## config.mk

```make
export PLATFORM = sky130hd
export DESIGN_NAME = ahb_master_arbiter_flat
export DESIGN_NICKNAME = d
export VERILOG_FILES = /design/src/rtl/ahb_master_arbiter_pkg.sv /design/src/rtl/ahb_master_arbiter_if.sv /design/src/rtl/ahb_rr_arbiter.sv /design/src/rtl/ahb_master_arbiter.sv /design/src/flat_wrapper.sv
export SDC_FILE = /design/constraint.sdc
export NUM_CORES = 1
export LEC_CHECK = 0
export BUFFER_PORTS_ARGS = -buffer_cell sky130_fd_sc_hd__buf_2
export CORE_AREA = 2 2 133 135
export CTS_CLUSTER_SIZE = 8
export DETAILED_ROUTE_END_ITERATION = 6
export DIE_AREA = 0 0 135 137
export SYNTH_ARGS = -nofsm -noshare
export SYNTH_HDL_FRONTEND = slang
export SYNTH_SLANG_ARGS = --single-unit
```

## constraint.sdc

```tcl
create_clock -name clk -period 3.4 [get_ports clk]
set_input_delay 0.68 -clock clk [delete_from_list [all_inputs] [get_ports clk]]
set_output_delay 0.68 -clock clk [all_outputs]
set_load 0.05 [all_outputs]
```

## src/rtl/ahb_master_arbiter_pkg.sv

```systemverilog
// Shared AHB encodings and types for the two-master arbiter.
// Master index is a single bit: 0 = M0, 1 = M1.
package ahb_master_arbiter_pkg;

  typedef enum logic [1:0] {
    TR_IDLE   = 2'b00,
    TR_BUSY   = 2'b01,
    TR_NONSEQ = 2'b10,
    TR_SEQ    = 2'b11
  } htrans_e;

  typedef enum logic [1:0] {
    RSP_OKAY  = 2'b00,
    RSP_ERROR = 2'b01
  } hresp_e;

  typedef logic mst_idx_t;

  function automatic logic [1:0] onehot(mst_idx_t i);
    return i ? 2'b10 : 2'b01;
  endfunction

endpackage

```

## src/rtl/ahb_master_arbiter_if.sv

```systemverilog
// Bus bundle between two AHB masters, the arbiter and one slave.
// The arbiter uses the master modport (it masters the slave side).
interface ahb_master_arbiter_if #(
  parameter int ADDRESSWIDTH = 32,
  parameter int DATAWIDTH    = 32
);

  logic [1:0]                   m_busreq;
  logic [1:0][1:0]              m_HTRANS;
  logic [1:0][ADDRESSWIDTH-1:0] m_HADDR;
  logic [1:0]                   m_HWRITE;
  logic [1:0][2:0]              m_HSIZE;
  logic [1:0][2:0]              m_HBURST;
  logic [1:0][3:0]              m_HPROT;
  logic [1:0][DATAWIDTH-1:0]    m_HWDATA;
  logic [1:0]                   m_HGRANT;
  logic [1:0]                   m_HREADY;
  logic [1:0][1:0]              m_HRESP;
  logic [1:0][DATAWIDTH-1:0]    m_HRDATA;

  logic [1:0]              HTRANS;
  logic [ADDRESSWIDTH-1:0] HADDR;
  logic                    HWRITE;
  logic [2:0]              HSIZE;
  logic [2:0]              HBURST;
  logic [3:0]              HPROT;
  logic [DATAWIDTH-1:0]    HWDATA;
  logic                    HSEL;
  logic                    HREADY;
  logic [1:0]              HRESP;
  logic [DATAWIDTH-1:0]    HRDATA;

  modport master (
    input  m_busreq, m_HTRANS, m_HADDR, m_HWRITE,
    input  m_HSIZE, m_HBURST, m_HPROT, m_HWDATA,
    output m_HGRANT, m_HREADY, m_HRESP, m_HRDATA,
    output HTRANS, HADDR, HWRITE, HSIZE, HBURST,
    output HPROT, HWDATA, HSEL,
    input  HREADY, HRESP, HRDATA
  );

  modport slave (
    output m_busreq, m_HTRANS, m_HADDR, m_HWRITE,
    output m_HSIZE, m_HBURST, m_HPROT, m_HWDATA,
    input  m_HGRANT, m_HREADY, m_HRESP, m_HRDATA,
    input  HTRANS, HADDR, HWRITE, HSIZE, HBURST,
    input  HPROT, HWDATA, HSEL,
    output HREADY, HRESP, HRDATA
  );

endinterface

```

## src/rtl/ahb_rr_arbiter.sv

```systemverilog
// Two-way round-robin picker; parks on the current owner when idle.
module ahb_rr_arbiter
  import ahb_master_arbiter_pkg::*;
(
  input  logic [1:0] req,
  input  mst_idx_t   last_owner,
  input  mst_idx_t   cur_owner,
  output mst_idx_t   winner
);

  always_comb begin
    winner = cur_owner;
    unique case (1'b1)
      (req == 2'b11): winner = ~last_owner;
      (req == 2'b01): winner = 1'b0;
      (req == 2'b10): winner = 1'b1;
      default:        winner = cur_owner;
    endcase
  end

endmodule

```

## src/rtl/ahb_master_arbiter.sv

```systemverilog
// Two-master AHB arbiter with address/data ownership pipeline,
// hold limit, error-forced re-arbitration and round-robin choice.
module ahb_master_arbiter
  import ahb_master_arbiter_pkg::*;
#(
  parameter int ADDRESSWIDTH = 32,
  parameter int DATAWIDTH    = 32,
  parameter int MAX_HOLD     = 16
) (
  input logic            clk,
  input logic            reset_n,
  ahb_master_arbiter_if.master bus
);

  localparam int CW = $clog2(MAX_HOLD) + 1;
  localparam logic [CW-1:0] HOLD_MAX = CW'(MAX_HOLD);

  mst_idx_t        addr_owner, addr_owner_d;
  mst_idx_t        data_owner, data_owner_d;
  mst_idx_t        last_owner, last_owner_d;
  logic [CW-1:0]   hold_cnt, hold_d;
  logic            parked, parked_d;
  logic            started, started_d;

  mst_idx_t        winner;
  logic [1:0]      own_trans;
  logic [1:0]      eff_trans;
  logic            stale;
  logic            beat;
  logic            cond_a, cond_b, cond_c;
  logic            rearb;

  logic [ADDRESSWIDTH-1:0] haddr;
  logic [DATAWIDTH-1:0]    hwdata;

  ahb_rr_arbiter u_rr (
    .req        (bus.m_busreq),
    .last_owner (last_owner),
    .cur_owner  (addr_owner),
    .winner     (winner)
  );

  always_ff @(posedge clk) begin
    if (!reset_n) begin
      addr_owner <= 1'b0;
      data_owner <= 1'b0;
      last_owner <= 1'b1;
      hold_cnt   <= '0;
      parked     <= 1'b1;
      started    <= 1'b0;
    end else begin
      addr_owner <= addr_owner_d;
      data_owner <= data_owner_d;
      last_owner <= last_owner_d;
      hold_cnt   <= hold_d;
      parked     <= parked_d;
      started    <= started_d;
    end
  end

  // A new owner's SEQ/BUSY before its own NONSEQ is a leftover
  // of an interrupted burst and must not reach the slave.
  always_comb begin
    own_trans = bus.m_HTRANS[addr_owner];
    stale = !started &&
            (own_trans == TR_SEQ || own_trans == TR_BUSY);
    eff_trans = stale ? TR_IDLE : own_trans;
    beat = (eff_trans == TR_NONSEQ) ||
           (eff_trans == TR_SEQ);

    cond_a = (eff_trans == TR_IDLE) &&
             !bus.m_busreq[addr_owner];
    cond_b = (hold_cnt == HOLD_MAX) &&
             bus.m_busreq[~addr_owner] &&
             (eff_trans == TR_NONSEQ ||
              eff_trans == TR_IDLE);
    cond_c = (bus.HRESP == RSP_ERROR);
    // A parked grant is open to any new request.
    rearb = bus.HREADY &&
            (cond_a || cond_b || cond_c ||
             (parked && |bus.m_busreq));
  end

  always_comb begin
    addr_owner_d = addr_owner;
    data_owner_d = data_owner;
    last_owner_d = last_owner;
    hold_d       = hold_cnt;
    parked_d     = parked;
    started_d    = started;
    if (bus.HREADY) begin
      data_owner_d = addr_owner;
      if (eff_trans == TR_NONSEQ)
        started_d = 1'b1;
      if (beat && hold_cnt != HOLD_MAX)
        hold_d = hold_cnt + 1'b1;
      if (rearb) begin
        addr_owner_d = winner;
        last_owner_d = winner;
        parked_d     = ~|bus.m_busreq;
        if (winner != addr_owner) begin
          hold_d    = '0;
          started_d = 1'b0;
        end
      end
    end
  end

  always_comb begin
    haddr  = bus.m_HADDR[addr_owner];
    hwdata = bus.m_HWDATA[data_owner];

    bus.m_HGRANT = onehot(addr_owner);
    bus.m_HREADY = {2{bus.HREADY}};
    bus.m_HRESP  = '0;
    bus.m_HRDATA = '0;
    bus.m_HRESP[data_owner]  = bus.HRESP;
    bus.m_HRDATA[data_owner] = bus.HRDATA;

    bus.HTRANS = eff_trans;
    bus.HADDR  = haddr;
    bus.HWRITE = bus.m_HWRITE[addr_owner];
    bus.HSIZE  = bus.m_HSIZE[addr_owner];
    bus.HBURST = bus.m_HBURST[addr_owner];
    bus.HPROT  = bus.m_HPROT[addr_owner];
    bus.HWDATA = hwdata;
    bus.HSEL   = 1'b1;
  end

endmodule
```

## src/flat_wrapper.sv

```systemverilog
// flat-port wrapper written by rule: the top's interface ports become plain ports
module ahb_master_arbiter_flat import ahb_master_arbiter_pkg::*;
#(
  parameter int ADDRESSWIDTH = 32,
  parameter int DATAWIDTH    = 32,
  parameter int MAX_HOLD     = 16
)
  (clk, reset_n, bus_m_busreq, bus_m_HTRANS, bus_m_HADDR, bus_m_HWRITE, bus_m_HSIZE, bus_m_HBURST, bus_m_HPROT, bus_m_HWDATA, bus_m_HGRANT, bus_m_HREADY, bus_m_HRESP, bus_m_HRDATA, bus_HTRANS, bus_HADDR, bus_HWRITE, bus_HSIZE, bus_HBURST, bus_HPROT, bus_HWDATA, bus_HSEL, bus_HREADY, bus_HRESP, bus_HRDATA);
  ahb_master_arbiter_if #(.ADDRESSWIDTH(ADDRESSWIDTH), .DATAWIDTH(DATAWIDTH)) bus_i ();
  input logic clk;
  input logic reset_n;
  input wire logic [$bits(bus_i.m_busreq)-1:0] bus_m_busreq;
  input wire logic [$bits(bus_i.m_HTRANS)-1:0] bus_m_HTRANS;
  input wire logic [$bits(bus_i.m_HADDR)-1:0] bus_m_HADDR;
  input wire logic [$bits(bus_i.m_HWRITE)-1:0] bus_m_HWRITE;
  input wire logic [$bits(bus_i.m_HSIZE)-1:0] bus_m_HSIZE;
  input wire logic [$bits(bus_i.m_HBURST)-1:0] bus_m_HBURST;
  input wire logic [$bits(bus_i.m_HPROT)-1:0] bus_m_HPROT;
  input wire logic [$bits(bus_i.m_HWDATA)-1:0] bus_m_HWDATA;
  output wire logic [$bits(bus_i.m_HGRANT)-1:0] bus_m_HGRANT;
  output wire logic [$bits(bus_i.m_HREADY)-1:0] bus_m_HREADY;
  output wire logic [$bits(bus_i.m_HRESP)-1:0] bus_m_HRESP;
  output wire logic [$bits(bus_i.m_HRDATA)-1:0] bus_m_HRDATA;
  output wire logic [$bits(bus_i.HTRANS)-1:0] bus_HTRANS;
  output wire logic [$bits(bus_i.HADDR)-1:0] bus_HADDR;
  output wire logic [$bits(bus_i.HWRITE)-1:0] bus_HWRITE;
  output wire logic [$bits(bus_i.HSIZE)-1:0] bus_HSIZE;
  output wire logic [$bits(bus_i.HBURST)-1:0] bus_HBURST;
  output wire logic [$bits(bus_i.HPROT)-1:0] bus_HPROT;
  output wire logic [$bits(bus_i.HWDATA)-1:0] bus_HWDATA;
  output wire logic [$bits(bus_i.HSEL)-1:0] bus_HSEL;
  input wire logic [$bits(bus_i.HREADY)-1:0] bus_HREADY;
  input wire logic [$bits(bus_i.HRESP)-1:0] bus_HRESP;
  input wire logic [$bits(bus_i.HRDATA)-1:0] bus_HRDATA;
  assign bus_i.m_busreq = bus_m_busreq;
  assign bus_i.m_HTRANS = bus_m_HTRANS;
  assign bus_i.m_HADDR = bus_m_HADDR;
  assign bus_i.m_HWRITE = bus_m_HWRITE;
  assign bus_i.m_HSIZE = bus_m_HSIZE;
  assign bus_i.m_HBURST = bus_m_HBURST;
  assign bus_i.m_HPROT = bus_m_HPROT;
  assign bus_i.m_HWDATA = bus_m_HWDATA;
  assign bus_m_HGRANT = bus_i.m_HGRANT;
  assign bus_m_HREADY = bus_i.m_HREADY;
  assign bus_m_HRESP = bus_i.m_HRESP;
  assign bus_m_HRDATA = bus_i.m_HRDATA;
  assign bus_HTRANS = bus_i.HTRANS;
  assign bus_HADDR = bus_i.HADDR;
  assign bus_HWRITE = bus_i.HWRITE;
  assign bus_HSIZE = bus_i.HSIZE;
  assign bus_HBURST = bus_i.HBURST;
  assign bus_HPROT = bus_i.HPROT;
  assign bus_HWDATA = bus_i.HWDATA;
  assign bus_HSEL = bus_i.HSEL;
  assign bus_i.HREADY = bus_HREADY;
  assign bus_i.HRESP = bus_HRESP;
  assign bus_i.HRDATA = bus_HRDATA;
  ahb_master_arbiter #(.ADDRESSWIDTH(ADDRESSWIDTH), .DATAWIDTH(DATAWIDTH), .MAX_HOLD(MAX_HOLD)) u_core (.clk(clk), .reset_n(reset_n), .bus(bus_i));
endmodule
```

==> key figures, run 1 <==
Clocking
  – Root Driver: clkbuf_16
  – Maximum clock path buffer count: 2
  – CTS Hold Bufs: 0
  – # Post-CTS Setup Buffers: 0
  – Clk_lat worst skew: ~230 ps
  – H-tree Lvls: 1
  – CTS tree: built
  – Clk slew on worst S/H paths: 40 ps
  – Number of gates resized after CTS: 0
  – Clock sinks: 10
  – Number of buffers created by CTS: 3

Global route
  – Initial antenna violation count: 2
  – Vias in the first global route: 2510
  – Aggregate global routing overflow: 0
  – Total track usage: about 9%
  – Pin count of the biggest net entering global routing: 82
  – Global-route wire length before repair: approximately 13000 um

Logic synthesis
  – Top cells by area, synth: mux2_2, nor2b_1, and2_1, dfxtp_1, o21ai_0
  – Ys async rst share: 0%
  – Syn Std Cell Area: 2030 um^2
  – Syn avg cell area: 8.18 um^2
  – Ys flop type: dfxtp_1
  – Sequential-to-total area share from yosys stat: approximately 10%
  – Syn nets: 443
  – Synthesis warning total: 0
  – Unique masters post-synth: 37
  – #FFs+latches synth: 10
  – Area leader, netlist: mux2_2
  – Number of synthesized flops with an enable pin: 0
  – Cells after synthesis: between 200 and 250
  – Share of the synthesized area in the top cell type: between 40% and 50%

Cells and area
  – Post-layout util: 23.6%
  – Share of layout cells above drive strength 1: between 70% and 80%
  – Area grow syn2layout: 98.8%
  – Final Net Count: 768
  – # diodes: 0

Placed design
  – DP HPWL: 8880 um
  – Final RePlAce weighted congestion: 0.761
  – Port buffer count: 341

STA
  – Unrepaired setup endpoints after global routing: false
  – Final Max Slew Viols: 0
  – Worst Clk Skew: 1.26 ps
  – Tmin final: 2440 ps
  – Fin. Hold Viols: 0
  – Worst Max-Slew Pin Slew: 541 ps
  – Setup TNS: 0 ps
  – Fmax: slightly above 0.4 GHz
  – Endpoints failing setup: 0
  – Period Utilization, post-route: 71.9%
  – Relative slew slack: 63.8%

Worst setup path
  – Worst R2R Path Depth: 6
  – RR Endpoint: u_core.hold_cnt[0]
  – CP startpoint kind: flip-flop
  – Critical R2R Launch: u_core.addr_owner
  – Crit path kind: flip-flop to output port
  – Flop2flop setup slack: 1350 ps
  – Endpoint type of the worst setup path: output port
  – Critical Path RT: 2720 ps
  – Worst-path fanout max: between 80 and 90
  – Arr. time, crit path: 1760 ps

Route
  – Routed wire length: 9960 um
  – Post-DRT Antenna Nets: 0
  – DR vias: 2999
  – Starting DRT DRC Count: 34
  – DRC Markers: 0
  – DR WL/cell: 12.5 um
  – Drt via density: ~3.8
  – Number of iterations in the first detailed-routing pass: 4

Floorplan
  – I/O pins: 343
  – Cell Rows: 48
  – Die Height: 137 um
  – Die area: approximately 18000 um^2
  – Die Width: about 140 um
  – Initial cell density of the core: 11.9%
  – Core area: 17100 um^2

Status
  – Status: finished, final reports clean

Power
  – Peak VDD IR: 0.166 mV
  – Pwr/cell area: 281 nW/um^2
  – Leakage: 0.00219 uW

Hold path
  – Hold Path Stages: 2
  – Worst Hold Endpoint: u_core.hold_cnt[4]
  – Hold WC Path Type: flip-flop to flip-flop
  – Hold_sp: u_core.hold_cnt[4]

Run
  – Max-cap viol count: 0
## flip-flops by register name, summed over array words and instances (netlist names)
signal / flops
u_core.parked: 1
u_core.last_owner: 1
u_core.addr_owner: 1
u_core.hold_cnt: 5
u_core.data_owner: 1
u_core.started: 1
## how the worst max path moves through the flow
stage                      startpoint  cells after the start           endpoint
finish              u_core.data_owner                      3      bus_HWDATA[1]
global route        u_core.addr_owner                      6      bus_HTRANS[1]
CTS                 u_core.addr_owner                      6      bus_HTRANS[1]
detailed placement    bus_m_HTRANS[2]                      6      bus_HTRANS[1]
global placement      bus_m_HTRANS[0]                      6      bus_HTRANS[1]
floorplan             bus_m_HTRANS[2]                      5  u_core.addr_owner
## kinds of logic (layout without fill, tap and decap cells)
family,Yosys count,count (layout),share of synthesized area [%]
adders and majority gates,2,2,1.23
xor gates and xnor gates,1,1,0.432
DFF,10,10,9.87
buffers and inverters,32,356,7.34
AOI/OAI and AO/OA,25,25,7.83
other,1,1,0.185
and+or+nand+nor,97,97,28.7
muxes,80,80,44.4
## report_power, final
part / internal, uW / switching, uW / leakage (uW)
clock network: 177 / 57.2 / 0.0000442
logic: 244 / 523 / 0.00206
registers: 124 / 9.61 / 0.0000825
total: 546 / 589 / 0.00219
## cell usage after synthesis (all sizes together) (4+ instances only)
library cell and count:
buf 13, nor2b 37, a21oi 5, mux2i 4, o21ai 10, clkbuf 10, mux2 76, dfxtp 10
nand2b 4, and2 35, nand2 5, inv 9, nor2 6
## critical path, stage by stage (launching register included)
cell and delay, ps:
dfxtp_2 550, buf_12 320, mux2_2 380, buf_2 220
## layout by cell type (no fill, tap or decap)
cell type,n
buf_2,341
mux2_2,75
nor2b_1,37
and2_1,35
o21ai_0,9
inv_1,8
dfxtp_1,8
nor2_1,6
nand2_1,5
a21oi_1,5
mux2i_1,4
nand2b_1,4
clkbuf_16,3
o211ai_1,2
nand3_1,2
a2bb2oi_1,2
nand4_1,2
or3_1,2
ha_1,2
buf_12,2
dfxtp_2,2
inv_2,1
and4bb_2,1
mux2_4,1
a222oi_1,1
nor3_1,1
or4_1,1
a211oi_1,1
and3_1,1
o21ai_1,1
o311a_1,1
o22ai_1,1
xnor2_1,1
o221ai_1,1
a311oi_1,1
conb_1,1
clkbuf_8,1
## through the flow
step	setup WS (ps)	cell area [um^2]	hold WS [ps]	cells	total power (uW)
floorplan	1230	2030	454	248	683
global placement	1230	3940	475	793	906
detailed placement	1220	3940	482	793	909
CTS	953	4030	498	797	1150
global route	870	4030	522	797	1190
finish	955	4030	487	797	1140
## layer usage
metal	GRT usage, %	wire [um]
met4	1.74	123
met3	1.19	1020
met1	9.12	3380
met2	18.8	5440
met5	0	0
## layout make-up
type                            instances  area [um^2]
Clock buffer                            4         88.8
Fill cell                            1869        13000
Inverter                                9         33.8
Multi-Input combinational cell        206         1680
Sequential cell                        10          203
Tap cell                              225          282
Timing Repair Buffer                  343         1750
(Power assumes the default switching activity.)
==> inputs of run 2 (changes only) <==
--- a/config.mk
+++ b/config.mk
@@ -5,11 +5,12 @@
 export SDC_FILE = /design/constraint.sdc
 export NUM_CORES = 1
 export LEC_CHECK = 0
+export ABC_AREA = 1
 export BUFFER_PORTS_ARGS = -buffer_cell sky130_fd_sc_hd__buf_2
-export CORE_AREA = 2 2 133 135
+export CORE_AREA = 2 2 131 133
 export CTS_CLUSTER_SIZE = 8
 export DETAILED_ROUTE_END_ITERATION = 6
-export DIE_AREA = 0 0 135 137
+export DIE_AREA = 0 0 133 135
 export SYNTH_ARGS = -nofsm -noshare
 export SYNTH_HDL_FRONTEND = slang
 export SYNTH_SLANG_ARGS = --single-unit
==> constraint.sdc (replaced) <==
create_clock -name clk -period 2 [get_ports clk]
set_input_delay 0.4 -clock clk [delete_from_list [all_inputs] [get_ports clk]]
set_output_delay 0.4 -clock clk [all_outputs]
set_load 0.05 [all_outputs]
==> key figures, run 2 <==
Status
  – Status: finished, final reports clean

Route
  – Drt via density: 3.70
  – Routed wire length: approximately 10000 um
  – Post-DRT Antenna Nets: 0
  – Starting DRT DRC Count: 144
  – DR vias: 3600
  – DRC Markers: 0
  – DR WL/cell: 10.6 um
  – Number of iterations in the first detailed-routing pass: 4

STA
  – Setup TNS: 0 ps
  – Endpoints failing setup: 0
  – Tmin final: 1920 ps
  – Period Utilization, post-route: 95.8%
  – Worst Clk Skew: 5.30 ps
  – Setup slack after layout: approximately 84 ps
  – Fmax: 0.522 GHz
  – Unrepaired setup endpoints after global routing: false
  – Final Max Slew Viols: 0
  – Fin. Hold Viols: 0

Logic synthesis
  – Synthesis warning total: 0
  – Top cells by area, synth: nand2_1, mux2_2, inv_1, dfxtp_1, nor2_1
  – Sequential-to-total area share from yosys stat: under 10%
  – Share of the synthesized area in the top cell type: 32.5%
  – Most common cell in the netlist: nand2_1
  – Unique masters post-synth: 26
  – Synth top cells by count: nand2_1, inv_1, nor2_1
  – Area leader, netlist: nand2_1
  – Number of synthesized flops with an enable pin: 0
  – Syn Std Cell Area: around 2200 um^2
  – Ys async rst share: 0%
  – Syn avg cell area: 5.07 um^2
  – Ys flop type: dfxtp_1
  – Cells after synthesis: 428
  – Syn nets: slightly above 600
  – #FFs+latches synth: 10

Power
  – Peak VDD IR: 0.225 mV
  – Sw Ratio: 56.9%
  – Flop pwr share: 10.5%
  – Leakage: 0.00296 uW
  – Pwr/cell area: approximately 520 nW/um^2
  – Comb pwr share: a little over two thirds
  – Net switching power: about 1200 uW
  – Pwr Total: 2180 uW
  – Internal: 940 uW
  – Clock share of power: 18.8%

Clocking
  – H-tree Lvls: 1
  – Maximum clock path buffer count: 2
  – Clk_lat worst skew: 240 ps
  – Number of buffers created by CTS: 3
  – Clk slew on worst S/H paths: 40 ps
  – Root Driver: clkbuf_16
  – CTS tree: built
  – CTS Hold Bufs: 0
  – Number of gates resized after CTS: 0
  – Clock sinks: 10
  – # Post-CTS Setup Buffers: 0

Worst setup path
  – RR Endpoint: u_core.hold_cnt[2]
  – Crit path kind: flip-flop to output port
  – Flop2flop setup slack: about 530 ps
  – Critical Path RT: 1600 ps
  – Critical R2R Launch: u_core.hold_cnt[0]
  – CP startpoint kind: flip-flop
  – Arr. time, crit path: between 1500 and 2000 ps
  – Worst-path fanout max: 30
  – Endpoint type of the worst setup path: output port
  – Worst R2R Path Depth: 8

Cells and area
  – Max reg flops: 5
  – Most common cell after layout, fill and taps aside: buf_2
  – Most frequent cells in the layout: buf_2, nand2_1, inv_1
  – Share of layout cells above drive strength 1: 53.2%
  – Area grow syn2layout: 94.3%
  – Final Net Count: 950
  – # diodes: 0
  – Most flops, register: u_core.hold_cnt

Floorplan
  – Die Height: 135 um
  – Initial cell density of the core: around an eighth
  – Core area: ~16000 um^2
  – Die Width: 133 um
  – Die area: 18000 um^2
  – I/O pins: 343
  – Cell Rows: 47

Global route
  – Global-route wire length before repair: 15300 um
  – Aggregate global routing overflow: 0
  – Vias in the first global route: 3267
  – Initial antenna violation count: 0
  – Pin count of the biggest net entering global routing: 45
  – Total track usage: 10.2%

Hold path
  – Hold WC Path Type: input port to flip-flop
  – Hold_sp: reset_n
  – Hold Path Stages: 2
  – Worst Hold Endpoint: u_core.last_owner

Placed design
  – Port buffer count: 341
  – Pre-CTS setup slack: 331 ps
  – Final RePlAce weighted congestion: 0.817
  – DP HPWL: 9080 um

Run
  – Max-cap viol count: 0
run 2: cell types whose count changed after synthesis, sizes merged, moves of 4 or more:
cell | previous run | this run
nand2 | 5 | 193
inv | 9 | 87
mux2 | 76 | 32
nor2 | 6 | 46
nor2b | 37 | 0
and2 | 35 | 0
nand3 | 2 | 15
buf | 13 | 24
clkbuf | 10 | 4
o21ai | 10 | 4
mux2i | 4 | 0
nand2b | 4 | 0
run 2: logic make-up after synthesis:
logic type	after synthesis	synth area share, %
and+or+nand+nor	257	48.0
buffers and inverters	116	22.1
muxes	32	16.6
DFF	10	9.23
AOI/OAI and AO/OA	8	1.96
adders and majority gates	2	1.15
xor gates and xnor gates	2	0.808
other	1	0.173
run 2: final cells by class:
| class | count | area [um^2] |
|---|---|---|
| tap | 220 | 275 |
| fill | 1862 | 12200 |
| timing repair buffer | 350 | 1820 |
| clock buffer | 4 | 88.8 |
| inverter | 88 | 332 |
| sequential | 10 | 205 |
| multi-input combinational | 302 | 1490 |
run 2: worst max-delay path by stage:
stage | from | endpoint | slack (ps)
after global placement | u_core.data_owner | bus_HWDATA[27] | 350
after CTS | u_core.data_owner | bus_HWDATA[29] | 70
after floorplan | u_core.data_owner | bus_m_HRDATA[10] | 140
after global routing | u_core.data_owner | bus_m_HRDATA[52] | 20
final | u_core.data_owner | bus_HWDATA[29] | 80
after detailed placement | u_core.data_owner | bus_HWDATA[29] | 330
run 2: per-stage QoR:
step | utilization, % | std cells | hold slack [ps] | instance area [um^2]
6_report | 25.7 | 974 | 443 | 4220
5_1_grt | 25.7 | 974 | 468 | 4220
4_1_cts | 25.7 | 974 | 443 | 4220
3_5_place_dp | 25.2 | 970 | 450 | 4130
3_3_place_gp | 25.2 | 970 | 442 | 4130
2_1_floorplan | - | 428 | 430 | 2170
run 2: per-layer routing:
layer	share of wire (%)	global-route usage, %	wire (um)
met1	39	11.4	4010
met2	52	20.5	5370
met3	9.1	2.03	940
met4	0	0.538	0
met5	0	0	0
run 2: power by group through the flow:
stage | clock network (uW) | registers (uW) | logic [uW]
floorplan | 0 | 221 | 1100
global placement | 0 | 231 | 1550
detailed placement | 0 | 232 | 1550
CTS | 417 | 228 | 1550
global route | 432 | 231 | 1640
finish | 410 | 228 | 1540
run 2: worst max-delay path, stage by stage, from the launching register on:
cell	delay, ps
dfxtp_4	480
buf_12	220
mux2_2	350
buf_2	210
